[config.mk]
export PLATFORM = sky130hd
export DESIGN_NAME = scan_decoder
export DESIGN_NICKNAME = d
export VERILOG_FILES = /design/src/rtl/scan_decoder.sv
export SDC_FILE = /design/constraint.sdc
export NUM_CORES = 1
export LEC_CHECK = 0
export ABC_AREA = 1
export BUFFER_PORTS_ARGS = -buffer_cell sky130_fd_sc_hd__buf_2
export CAP_MARGIN = 20
export CORE_MARGIN = 10
export CORE_UTILIZATION = 50
export DETAILED_ROUTE_END_ITERATION = 8
export PLACE_DENSITY = 0.72
export SETUP_SLACK_MARGIN = 0.15
export SLEW_MARGIN = 20
export SYNTH_ARGS = -nofsm -noshare
export SYNTH_HDL_FRONTEND = slang
export SYNTH_SLANG_ARGS = --single-unit
[constraint.sdc]
create_clock -name clk -period 2.1 [get_ports clk]
set_input_delay 0.42 -clock clk [delete_from_list [all_inputs] [get_ports clk]]
set_output_delay 0.42 -clock clk [all_outputs]
set_load 0.05 [all_outputs]
[src/rtl/scan_decoder.sv]
// scan_decoder: registered N-to-2^N one-hot decoder with direct decode and timed scan modes
module scan_decoder #(
    parameter int SEL_W   = 2,
    parameter int DWELL_W = 8
) (
    input  logic                  clk,
    input  logic                  rst,
    input  logic                  i_en,
    input  logic                  i_mode,
    input  logic [SEL_W-1:0]      i_sel,
    input  logic                  i_start,
    input  logic [DWELL_W-1:0]    i_dwell,
    output logic [2**SEL_W-1:0]   o_y,
    output logic [SEL_W-1:0]      o_idx,
    output logic                  o_busy,
    output logic                  o_done
);
    localparam int                N    = 2 ** SEL_W;
    localparam logic [N-1:0]      ONE  = N'(1);
    localparam logic [SEL_W-1:0]  LAST = SEL_W'(N - 1);

    typedef enum logic {IDLE, SCAN} state_t;

    state_t               r_state, w_next;
    logic [N-1:0]         r_y, w_y;
    logic [SEL_W-1:0]     r_idx, w_idx;
    logic [DWELL_W-1:0]   r_cnt, w_cnt, r_dwell, w_dwell;
    logic                 r_busy, r_done, w_done;
    logic                 w_slot_end, w_last;

    assign w_slot_end = r_cnt == r_dwell;
    assign w_last     = r_idx == LAST;
    assign o_y        = r_y;
    assign o_idx      = r_idx;
    assign o_busy     = r_busy;
    assign o_done     = r_done;

    // state register
    always_ff @(posedge clk) begin
        if (rst) r_state <= IDLE;
        else     r_state <= w_next;
    end

    // enter SCAN on an enabled start in scan mode; leave after the last slot's final count
    always_comb begin
        w_next = (r_state == IDLE) ? ((i_mode && i_start && i_en) ? SCAN : IDLE)
                                   : ((i_en && w_slot_end && w_last) ? IDLE : SCAN);
    end

    // next output/datapath values; en=0 in SCAN blanks y while idx and count hold
    always_comb begin
        w_y     = '0;
        w_idx   = '0;
        w_cnt   = r_cnt;
        w_dwell = r_dwell;
        w_done  = 1'b0;
        if (r_state == IDLE) begin
            if (!i_mode) begin
                w_y = i_en ? (ONE << i_sel) : '0;
            end else if (i_start && i_en) begin
                w_y     = ONE;
                w_cnt   = '0;
                w_dwell = i_dwell;
            end
        end else begin
            w_idx = r_idx;
            if (i_en) begin
                if (!w_slot_end) begin
                    w_cnt = r_cnt + DWELL_W'(1);
                    w_y   = ONE << r_idx;
                end else if (!w_last) begin
                    w_idx = r_idx + SEL_W'(1);
                    w_cnt = '0;
                    w_y   = ONE << w_idx;
                end else begin
                    w_idx  = '0;
                    w_cnt  = '0;
                    w_done = 1'b1;
                end
            end
        end
    end

    // registered outputs and scan datapath
    always_ff @(posedge clk) begin
        if (rst) begin
            r_y     <= '0;
            r_idx   <= '0;
            r_cnt   <= '0;
            r_dwell <= '0;
            r_busy  <= 1'b0;
            r_done  <= 1'b0;
        end else begin
            r_y     <= w_y;
            r_idx   <= w_idx;
            r_cnt   <= w_cnt;
            r_dwell <= w_dwell;
            r_busy  <= w_next == SCAN;
            r_done  <= w_done;
        end
    end
endmodule

==> results of run 1 <==
[state kept, by name, summed over array words and instances, names as in the netlist]
register / flops
o_busy: 1
o_done: 1
o_idx: 2
o_y: 4
r_cnt: 8
r_dwell: 8
[report_power, final]
group	leakage, nW	switching, mW	internal, mW
Sequential	0.195	0.0102	0.470
Combinational	0.480	0.118	0.0580
Clock	0.0210	0.131	0.106
Total	0.695	0.259	0.633
[how the worst max path moves through the flow]
stage                 endpoint     start
finish                  o_busy    o_busy
global route          o_idx[0]  o_idx[0]
CTS                     o_busy    o_busy
detailed placement  r_dwell[1]      i_en
global placement    r_dwell[1]      i_en
floorplan             r_cnt[5]    o_busy
[per-stage QoR]
step	total power, mW	hold WS (ns)	std cells	instance area (um^2)	util [%]
2_1_floorplan	0.620	0.444	178	1320	-
3_3_place_gp	0.659	0.457	229	1460	58.5
3_5_place_dp	0.665	0.466	229	1460	58.5
4_1_cts	0.899	0.333	233	1500	60.0
5_1_grt	0.948	0.320	233	1500	60.0
6_report	0.893	0.341	233	1500	60.0
[cell type report]
type / instances / area, um^2
flip-flops and latches: 24 / 480
well taps: 30 / 37.5
repair buffers: 22 / 110
clock buffers: 4 / 36.3
multi-input cells: 124 / 723
fillers: 232 / 1000
inverters: 29 / 111
[layer usage]
layer  vias to the layer above  GRT usage, %  wire, um
li1                        613             -         -
met1                       535          14.3      1350
met2                        36          17.6      1330
met3                         2          3.31       192
met4                         0          3.23        13
met5                         -             0         0
[cells in the mapped netlist]
library cell	count	area, um^2
nor2_4	2	22.5
a31oi_1	1	6.26
nand2_2	4	25.0
nand3_2	2	20.0
nor2_2	6	37.5
ha_1	6	75.1
nand2_1	36	135
buf_2	1	5.00
nor2_8	1	20.0
nand3_4	1	17.5
o21ai_0	11	55.1
and2_2	1	7.51
nand2_4	1	11.3
inv_2	3	11.3
a21oi_1	11	55.1
o21ai_2	1	8.76
dfxtp_1	24	480
nand3_1	11	55.1
o21ai_1	2	10.0
nor3_4	1	16.3
nor3_1	2	10.0
nor2_1	13	48.8
inv_1	25	93.8
nand4_1	4	25.0
xor2_1	3	26.3
xnor2_1	4	35.0
inv_4	1	6.26
[cell families (layout without fill, tap and decap cells)]
logic type | Yosys count | in the layout | share of synthesized area, %
buffers and inverters | 30 | 55 | 8.82
xor gates and xnor gates | 7 | 7 | 4.64
and+or+nand+nor | 85 | 85 | 34.2
DFF | 24 | 24 | 36.4
AOI/OAI and AO/OA | 26 | 26 | 10.2
adders and majority gates | 6 | 6 | 5.69
==> impl_summary.txt, run 1 <==
----------------------------------------------------
[CTS]
  Max Buffers Root-to-Sink ... 2
  H-tree level count ... 1
  Latest clock arrival within the worst-skew pair ... around 0.30 ns
  CTS Buf Count ... 3
  Clock-pin slew of the registers on the worst-case setup and hold paths ... roughly 0.13 ns
  Count of instances resized after the clock tree is built ... 0
  Buffer cell driving the clock tree root ... clkbuf_4
  Clk sinks ... 24
  Hold buffers post-CTS ... 0
  TritonCTS clock tree ... built
  Buffers inserted by post-CTS timing repair ... 0

[Drt]
  Post-Route WL ... 2880 um
  Routed len/inst ... between 10 and 15 um
  Number of optimization iterations in the first detailed-route pass ... 4
  Average via count per standard cell ... 5.09
  Overall via count from detail_route ... ~1200
  Count of routing violations after the opening detailed-route iteration ... 65
  Antenna viol nets, final ... 0
  DRC violation count after routing ... 0

[Logic synthesis]
  Mean post-synth cell area ... 7.42 um^2
  Flip-flop and latch count after synthesis ... 24
  Syn nets ... about 200
  Sequential share of the synthesized area ... 36.4%
  Cells after Synth ... 178
  Number of different library cells in the post-synthesis netlist ... 27
  Synth Warn # ... 0
  Cell area after synthesis ... around 1300 um^2

[STA]
  Highest clock frequency the design can meet ... 666 MHz
  Number of pins exceeding their max-slew limit in the final report ... 0
  Final clock period utilization by the worst path ... a little under three quarters
  RSZ-0062 raised after global routing ... false
  # setup viols final ... 0
  PnR worst setup slack ... 0.599 ns
  Clock skew after layout ... around 0.0013 ns
  Post-layout minimum cycle time ... between 1.5 and 2 ns
  Setup TNS Final ... 0 ns
  Worst rel slew slack ... approximately 75%
  Transition time at the pin with the least slew margin ... ~0.38 ns
  Final hold vios ... 0

[Floorplanning]
  Core Region ... 2500 um^2
  Rows ... 18
  Die extent in x ... a little over 70 um
  Effective utilization at floorplan ... around 53%
  Die Span Y ... 71.4 um
  Die outline area ... 5100 um^2
  Number of top-level design ports ... 23

[Worst hold path]
  Worst hold endpoint ... r_dwell[2]
  Startpoint of the lowest-slack hold path ... i_dwell[2]
  Worst hold path class ... primary input to register
  Cell depth of the worst min-delay path ... 3

[GRT]
  Global-route congestion overflow total ... 0
  Vias in the first global route ... 1155
  Initial antenna violation count ... 0
  First-pass GRT wire length ... 4890 um
  Total routing resource utilization after global routing ... 11.2%
  Pin count of the biggest net entering global routing ... 14

[Run status]
  Outcome ... finished, final reports clean

[Worst setup path]
  End of the worst register-to-register path ... o_busy
  Reg2Reg Depth ... 8
  Slowest CP cell ... dfxtp_1
  Path type of the worst setup path ... register to output port
  Crit path buf inv count ... 1
  Sequence of cells on the critical path ... buf_2
  Critical path endpoint category ... output port
  Data required time of the critical path ... 1.68 ns
  Crit path arrival time ... 1.08 ns
  Biggest cell delay along the critical path ... 0.47 ns
  Cell class contributing the biggest share of worst-path delay ... flip-flops
  Maximum fanout count along the critical path ... 5
  Crit path depth ... 1
  Worst reg2reg path startpoint ... r_cnt[2]
  Flop2flop setup slack ... 0.68 ns
  Startpoint kind of the worst setup timing path ... register

[Finish]
  Most frequent cells in the layout ... nand2_1 (36), inv_1 (25), dfxtp_1 (24)
  NumNets Final ... 225
  Share of post-route cells with drive strength above 1 ... 24.6%
  Antenna diode instance count ... 0
  Layout overhead on the synthesized area ... 13.6%
  Most frequent standard cell in the layout excluding fill and tap cells ... nand2_1

[Placed design]
  Placer congestion estimate ... 0.784
  HPWL after detailed placement ... 2380 um
  Count of port buffers added during placement ... 22
  Dpl ws ... 0.540 ns

[Power]
  Power density relative to cell area ... 596 nW/um^2
  Lkg Pwr ... 0.695 nW
  Worst VDD drop ... 452 uV

[Run]
  Number of maximum-capacitance constraint violations ... 0

----------------------------------------------------
No activity file was read; power rests on OpenSTA's default activity.
==> run 2: changes to the inputs <==
ABC_AREA = 0   (was 1)
CORE_UTILIZATION = 48   (was 50)
PLACE_DENSITY = 0.74   (was 0.72)
clock period = 1.3 ns   (was 2.1 ns; I/O delays follow)
==> impl_summary.txt, run 2 <==
----------------------------------------------------
[GRT]
  Pin count of the biggest net entering global routing ... 15
  Initial antenna violation count ... 0
  Total routing resource utilization after global routing ... 13.5%
  First-pass GRT wire length ... 5550 um
  Global-route congestion overflow total ... 0
  Vias in the first global route ... 1179

[Logic synthesis]
  Synth top cells by count ... dfxtp_1 (24), nand2_1 (23), a21oi_1 (11), nor2_1 (8), xor2_1 (8)
  Post-synth ARST share ... 0%
  Post-synthesis cell type with the largest combined area ... dfxtp_1
  Sequential share of the synthesized area ... approximately 40%
  Synth Warn # ... 0
  Syn nets ... between 150 and 200
  Flip-flop and latch count after synthesis ... 24
  Cells after Synth ... 137
  Most frequent cell after synthesis ... dfxtp_1
  Fraction of post-synthesis cell area in the top cell type by area ... 40.4%
  Flip-flop cell with the highest count after synthesis ... dfxtp_1
  Count of flip-flops with a built-in enable after synthesis ... 0
  Synth area leaders ... dfxtp_1 (40%), nand2_1 (7.3%), ha_1 (6.3%), xor2_1 (5.9%), a21oi_1 (4.6%)
  Cell area after synthesis ... 1190 um^2
  Mean post-synth cell area ... 8.69 um^2
  Number of different library cells in the post-synthesis netlist ... 32

[CTS]
  H-tree level count ... 1
  Max Buffers Root-to-Sink ... 2
  CTS Buf Count ... 3
  Buffer cell driving the clock tree root ... clkbuf_4
  Clk sinks ... 24
  Latest clock arrival within the worst-skew pair ... 0.33 ns
  Hold buffers post-CTS ... 0
  TritonCTS clock tree ... built
  Clock-pin slew of the registers on the worst-case setup and hold paths ... 0.15 ns

[Floorplanning]
  Effective utilization at floorplan ... between 50% and 60%
  Die extent in x ... 69.8 um
  Core Region ... 2280 um^2
  Number of top-level design ports ... 23
  Die Span Y ... 69.8 um
  Die outline area ... 4870 um^2
  Rows ... 17

[STA]
  Transition time at the pin with the least slew margin ... 0.340 ns
  RSZ-0062 raised after global routing ... true
  Number of pins exceeding their max-slew limit in the final report ... 0
  Post-layout minimum cycle time ... 1.57 ns
  Clock skew after layout ... 0.00405 ns
  Final hold vios ... 0
  Worst hold slack across all endpoints ... 0.140 ns
  # setup viols final ... 16
  PnR worst setup slack ... -0.266 ns
  Highest clock frequency the design can meet ... approximately 640 MHz
  Final clock period utilization by the worst path ... 120%
  Worst rel slew slack ... 77.3%

[Drt]
  Count of routing violations after the opening detailed-route iteration ... 96
  Routed len/inst ... 16.5 um
  Number of optimization iterations in the first detailed-route pass ... 4
  DRC violation count after routing ... 0
  Post-Route WL ... 3520 um
  Average via count per standard cell ... 5.43
  Antenna viol nets, final ... 0
  Overall via count from detail_route ... 1157

[Power]
  Internal cell power ... 1.15 mW
  Power density relative to cell area ... between 900 and 1000 nW/um^2
  Switching power share of the total ... between 20% and 30%
  Switching power summed over all nets ... 0.438 mW
  Lkg Pwr ... just over 0.8 nW
  Worst VDD drop ... slightly above 600 uV
  Clk pwr share ... 30.9%
  Combinational cell fraction of total power ... 21.1%
  Proportion of power drawn by flip-flops and latches ... a little under half

[Finish]
  Area taken by flip-flops and latches ... 503 um^2
  Number of fill cells ... around 150
  Share of post-route cells with drive strength above 1 ... 44.3%
  Area occupied by multi-input gates ... 790 um^2
  Antenna diode instance count ... 0
  NumNets Final ... 207
  Layout overhead on the synthesized area ... 47.6%
  Most frequent standard cell in the layout excluding fill and tap cells ... buf_4
  Most frequent cells in the layout ... buf_4 (25), nand2_1 (23), buf_2 (14), dfxtp_1 (14), a21oi_1 (10)

[Worst setup path]
  Crit path arrival time ... between 1.5 and 2 ns
  Critical path endpoint category ... register
  Maximum fanout count along the critical path ... 6
  Worst reg2reg path startpoint ... r_cnt[2]
  Data required time of the critical path ... 1.54 ns
  Beginning of the critical path ... r_cnt[2]
  Path type of the worst setup path ... register to register
  Flop2flop setup slack ... -0.27 ns
  Startpoint kind of the worst setup timing path ... register

[Run]
  Number of maximum-capacitance constraint violations ... 0

[Placed design]
  HPWL after detailed placement ... between 2000 and 2500 um
  Count of port buffers added during placement ... 22
  Placer congestion estimate ... 0.875
  Dpl ws ... -0.367 ns

[Worst hold path]
  Worst hold path class ... primary input to register
  Startpoint of the lowest-slack hold path ... i_dwell[6]

[Run status]
  Violated checks ... setup timing
  Outcome ... finished, violations left

----------------------------------------------------
[run 2: cell types whose count changed after synthesis, moves of 4 or more]
cell,change
nand2_1,-13
nor2_1,-5
inv_1,-21
xor2_1,+5
mux2i_1,+4
o21ai_0,-7
nand3_1,-6
nor2_2,-6
[run 2: cell type report]
class / count / share of cell area [%]
multi-input cells: 105 / 44.9
repair buffers: 48 / 20.9
well taps: 28 / 1.99
flip-flops and latches: 24 / 28.6
inverters: 4 / 0.855
clock buffers: 4 / 2.71
[run 2: final timing paths]
check                             endpoint  cells after the start
worst min register to register  r_dwell[6]                      2
worst max register to register    r_cnt[7]                      7
worst max-delay path              r_cnt[7]                      7
worst min-delay path            r_dwell[6]                      3
[run 2: logic make-up after synthesis]
logic type / synth area share (%)
compound gates: 14.3
xor+xnor: 8.10
simple gates: 24.4
flops: 40.4
buf+inv: 3.15
mux: 3.37
fa+ha+maj: 6.31
[run 2: critical path, cell delays in order, from the launching register on]
cell	delay, ns
dfxtp_2	0.37
xor2_2	0.20
nor4_4	0.31
buf_4	0.19
nand2_8	0.07
buf_6	0.12
a21oi_4	0.16
nor2_1	0.06
[run 2: what timing repair did]
action	4_1_cts	5_1_grt
gates cloned	0	0
pin swaps	6	9
endpoints found under the setup margin	24	29
gates resized for setup	22	24
setup buffers	5	1
[run 2: metrics by stage]
step	power (mW)	std cells	setup TNS [ns]	util [%]	area, um^2
floorplan	0.924	137	-0.806	-	1220
global placement	0.996	203	-2.94	65.1	1480
detailed placement	1.00	203	-3.72	65.1	1480
CTS	1.52	212	-3.64	71.6	1630
global route	1.65	213	-4.75	77.2	1760
finish	1.58	213	-3.54	77.2	1760
[run 2: metal layers]
metal  GRT usage (%)  vias up  routed length (um)
met2            22.9       41                1750
met5               0        -                   0
met4            5.22        0                  77
li1                -      563                   -
met1            14.9      542                1450
met3            4.85       11                 241
[run 2: power groups by stage]
stage | combinational (mW) | clock [mW] | sequential, mW
after global routing | 0.354 | 0.529 | 0.763
final | 0.335 | 0.489 | 0.760
after detailed placement | 0.227 | 0 | 0.778
after CTS | 0.279 | 0.479 | 0.761
after floorplan | 0.130 | 0 | 0.795
after global placement | 0.219 | 0 | 0.777
==> run 3: changes to the inputs <==
CORE_UTILIZATION = 50   (was 48)
GPL_ROUTABILITY_DRIVEN = 0   (was not set)
PLACE_DENSITY = 0.73   (was 0.74)
clock period = 2 ns   (was 1.3 ns; I/O delays follow)
==> impl_summary.txt, run 3 (synthesis results as in run 2) <==
----------------------------------------------------
[Run status]
  Outcome ... finished, final reports clean

[GRT]
  Vias in the first global route ... around 1000
  Pin count of the biggest net entering global routing ... 15
  Global-route congestion overflow total ... 0
  Total routing resource utilization after global routing ... 12.4%
  Initial antenna violation count ... 0
  First-pass GRT wire length ... 4660 um

[Placed design]
  HPWL after detailed placement ... about 2000 um
  Cell total after placement ... 185
  Count of port buffers added during placement ... 22

[Floorplanning]
  Die extent in x ... between 60 and 70 um
  Die Span Y ... 68.8 um
  Die outline area ... 4730 um^2
  Number of top-level design ports ... 23
  Rows ... 17
  Core Region ... 2230 um^2
  Effective utilization at floorplan ... 53.3%

[Worst setup path]
  Worst reg2reg path startpoint ... r_cnt[4]
  Maximum fanout count along the critical path ... 6
  Startpoint kind of the worst setup timing path ... register
  Crit path arrival time ... 1.96 ns
  Data required time of the critical path ... between 2 and 2.5 ns
  Reg2Reg Depth ... 5
  Path type of the worst setup path ... register to register
  Critical path endpoint category ... register
  End of the worst register-to-register path ... o_y[2]
  Flop2flop setup slack ... around 0.24 ns

[Power]
  Switching power share of the total ... 25.9%
  Worst VDD drop ... 469 uV
  Internal cell power ... 0.645 mW
  Power after layout ... 0.871 mW
  Power density relative to cell area ... approximately 640 nW/um^2
  Combinational cell fraction of total power ... 14.4%
  Proportion of power drawn by flip-flops and latches ... 56.8%
  Clk pwr share ... 28.8%
  Switching power summed over all nets ... 0.226 mW
  Lkg Pwr ... 0.655 nW

[STA]
  Post-layout minimum cycle time ... 1.76 ns
  Number of pins exceeding their max-slew limit in the final report ... 0
  Highest clock frequency the design can meet ... 568 MHz
  Clock skew after layout ... 0.00531 ns
  Worst rel slew slack ... 73.5%
  Transition time at the pin with the least slew margin ... 0.397 ns
  Setup TNS Final ... 0 ns
  Final clock period utilization by the worst path ... 88.0%
  Final hold vios ... 0
  RSZ-0062 raised after global routing ... false
  # setup viols final ... 0

[Worst hold path]
  Worst hold path class ... primary input to register
  Worst hold endpoint ... o_y[2]
  Cell depth of the worst min-delay path ... 2
  Startpoint of the lowest-slack hold path ... i_sel[0]

[Drt]
  Antenna viol nets, final ... 0
  Count of routing violations after the opening detailed-route iteration ... 41
  Routed length on met3 ... 146 um
  Routed len/inst ... 14.2 um
  Wire length on met2 ... about 1200 um
  Overall via count from detail_route ... between 1000 and 1500
  Post-Route WL ... between 2000 and 3000 um
  Average via count per standard cell ... between 5 and 6
  Met1 routed wirelength after detailed routing ... between 1000 and 1500 um
  Highest metal used ... met4
  DRC violation count after routing ... 0
  Number of optimization iterations in the first detailed-route pass ... 4

[CTS]
  Clk sinks ... 24
  Clock-pin slew of the registers on the worst-case setup and hold paths ... 0.13 ns
  Latest clock arrival within the worst-skew pair ... 0.31 ns
  CTS Buf Count ... 3
  Hold buffers post-CTS ... 0
  TritonCTS clock tree ... built
  Count of instances resized after the clock tree is built ... 0
  Buffer cell driving the clock tree root ... clkbuf_4
  H-tree level count ... 1
  Max Buffers Root-to-Sink ... 2
  Buffers inserted by post-CTS timing repair ... 0

[Finish]
  Area taken by flip-flops and latches ... between 400 and 500 um^2
  Layout overhead on the synthesized area ... 14.6%
  Most frequent cells in the layout ... dfxtp_1 (24), nand2_1 (23), buf_2 (22)
  Share of post-route cells with drive strength above 1 ... 22.4%
  Most frequent standard cell in the layout excluding fill and tap cells ... dfxtp_1
  Final cell count without fillers ... 189
  NumNets Final ... 183
  Area occupied by multi-input gates ... 672 um^2
  Antenna diode instance count ... 0
  Number of fill cells ... 213

[Run]
  Number of maximum-capacitance constraint violations ... 0

----------------------------------------------------
## run 3: changes by cell type in the layout (fill, tap and decap cells not counted), moves of 2 or more
cell,change
buf_2,+8
buf_4,-23
buf_6,-7
buf_8,-2
dfxtp_1,+10
dfxtp_2,-6
dfxtp_4,-4
nor4_2,+2
nor4_4,-2
xor2_1,+6
xor2_2,-6
## run 3: power by group through the flow
| stage | combinational, mW | clock, mW | sequential, mW |
|---|---|---|---|
| after floorplan | 0.0798 | 0 | 0.517 |
| after global placement | 0.119 | 0 | 0.505 |
| after detailed placement | 0.122 | 0 | 0.505 |
| after CTS | 0.124 | 0.257 | 0.495 |
| after global routing | 0.137 | 0.276 | 0.497 |
| final | 0.125 | 0.251 | 0.495 |
## run 3: final cells by class
| type | instances | area share, % |
|---|---|---|
| tap | 28 | 2.57 |
| clock buffer | 4 | 2.66 |
| inverter | 4 | 1.10 |
| multi-input combinational | 105 | 49.3 |
| sequential | 24 | 35.2 |
| timing repair buffer | 24 | 9.17 |
## run 3: per-layer routing
layer  track usage, %  vias up
li1                 -      522
met5                0        -
met1             15.5      485
met2             20.3       29
met4             4.68        0
met3             2.90        4
## run 3: critical path, stage by stage (launching register included)
cell	delay [ns]
dfxtp_1	0.39
xor2_1	0.19
nor4_2	0.36
and2_1	0.33
mux2i_1	0.26
o22ai_1	0.11
## run 3: worst max-delay path by stage
stage	from	end	depth (start not counted)	slack, ns
final	r_cnt[4]	o_y[2]	5	0.24
after detailed placement	r_cnt[4]	o_y[0]	5	0.31
after global placement	rst	r_cnt[4]	5	0.37
after floorplan	o_busy	r_cnt[4]	5	0.32
after global routing	r_cnt[4]	o_y[0]	5	0.15
after CTS	r_cnt[4]	o_y[0]	5	0.29
## run 3: stage by stage
stage	area [um^2]	util (%)	setup slack, ns	hold WS (ns)
2_1_floorplan	1190	-	0.319	0.448
3_3_place_gp	1330	59.4	0.367	0.459
3_5_place_dp	1330	59.4	0.312	0.464
4_1_cts	1360	61.1	0.291	0.304
5_1_grt	1360	61.1	0.151	0.301
6_report	1360	61.1	0.240	0.314
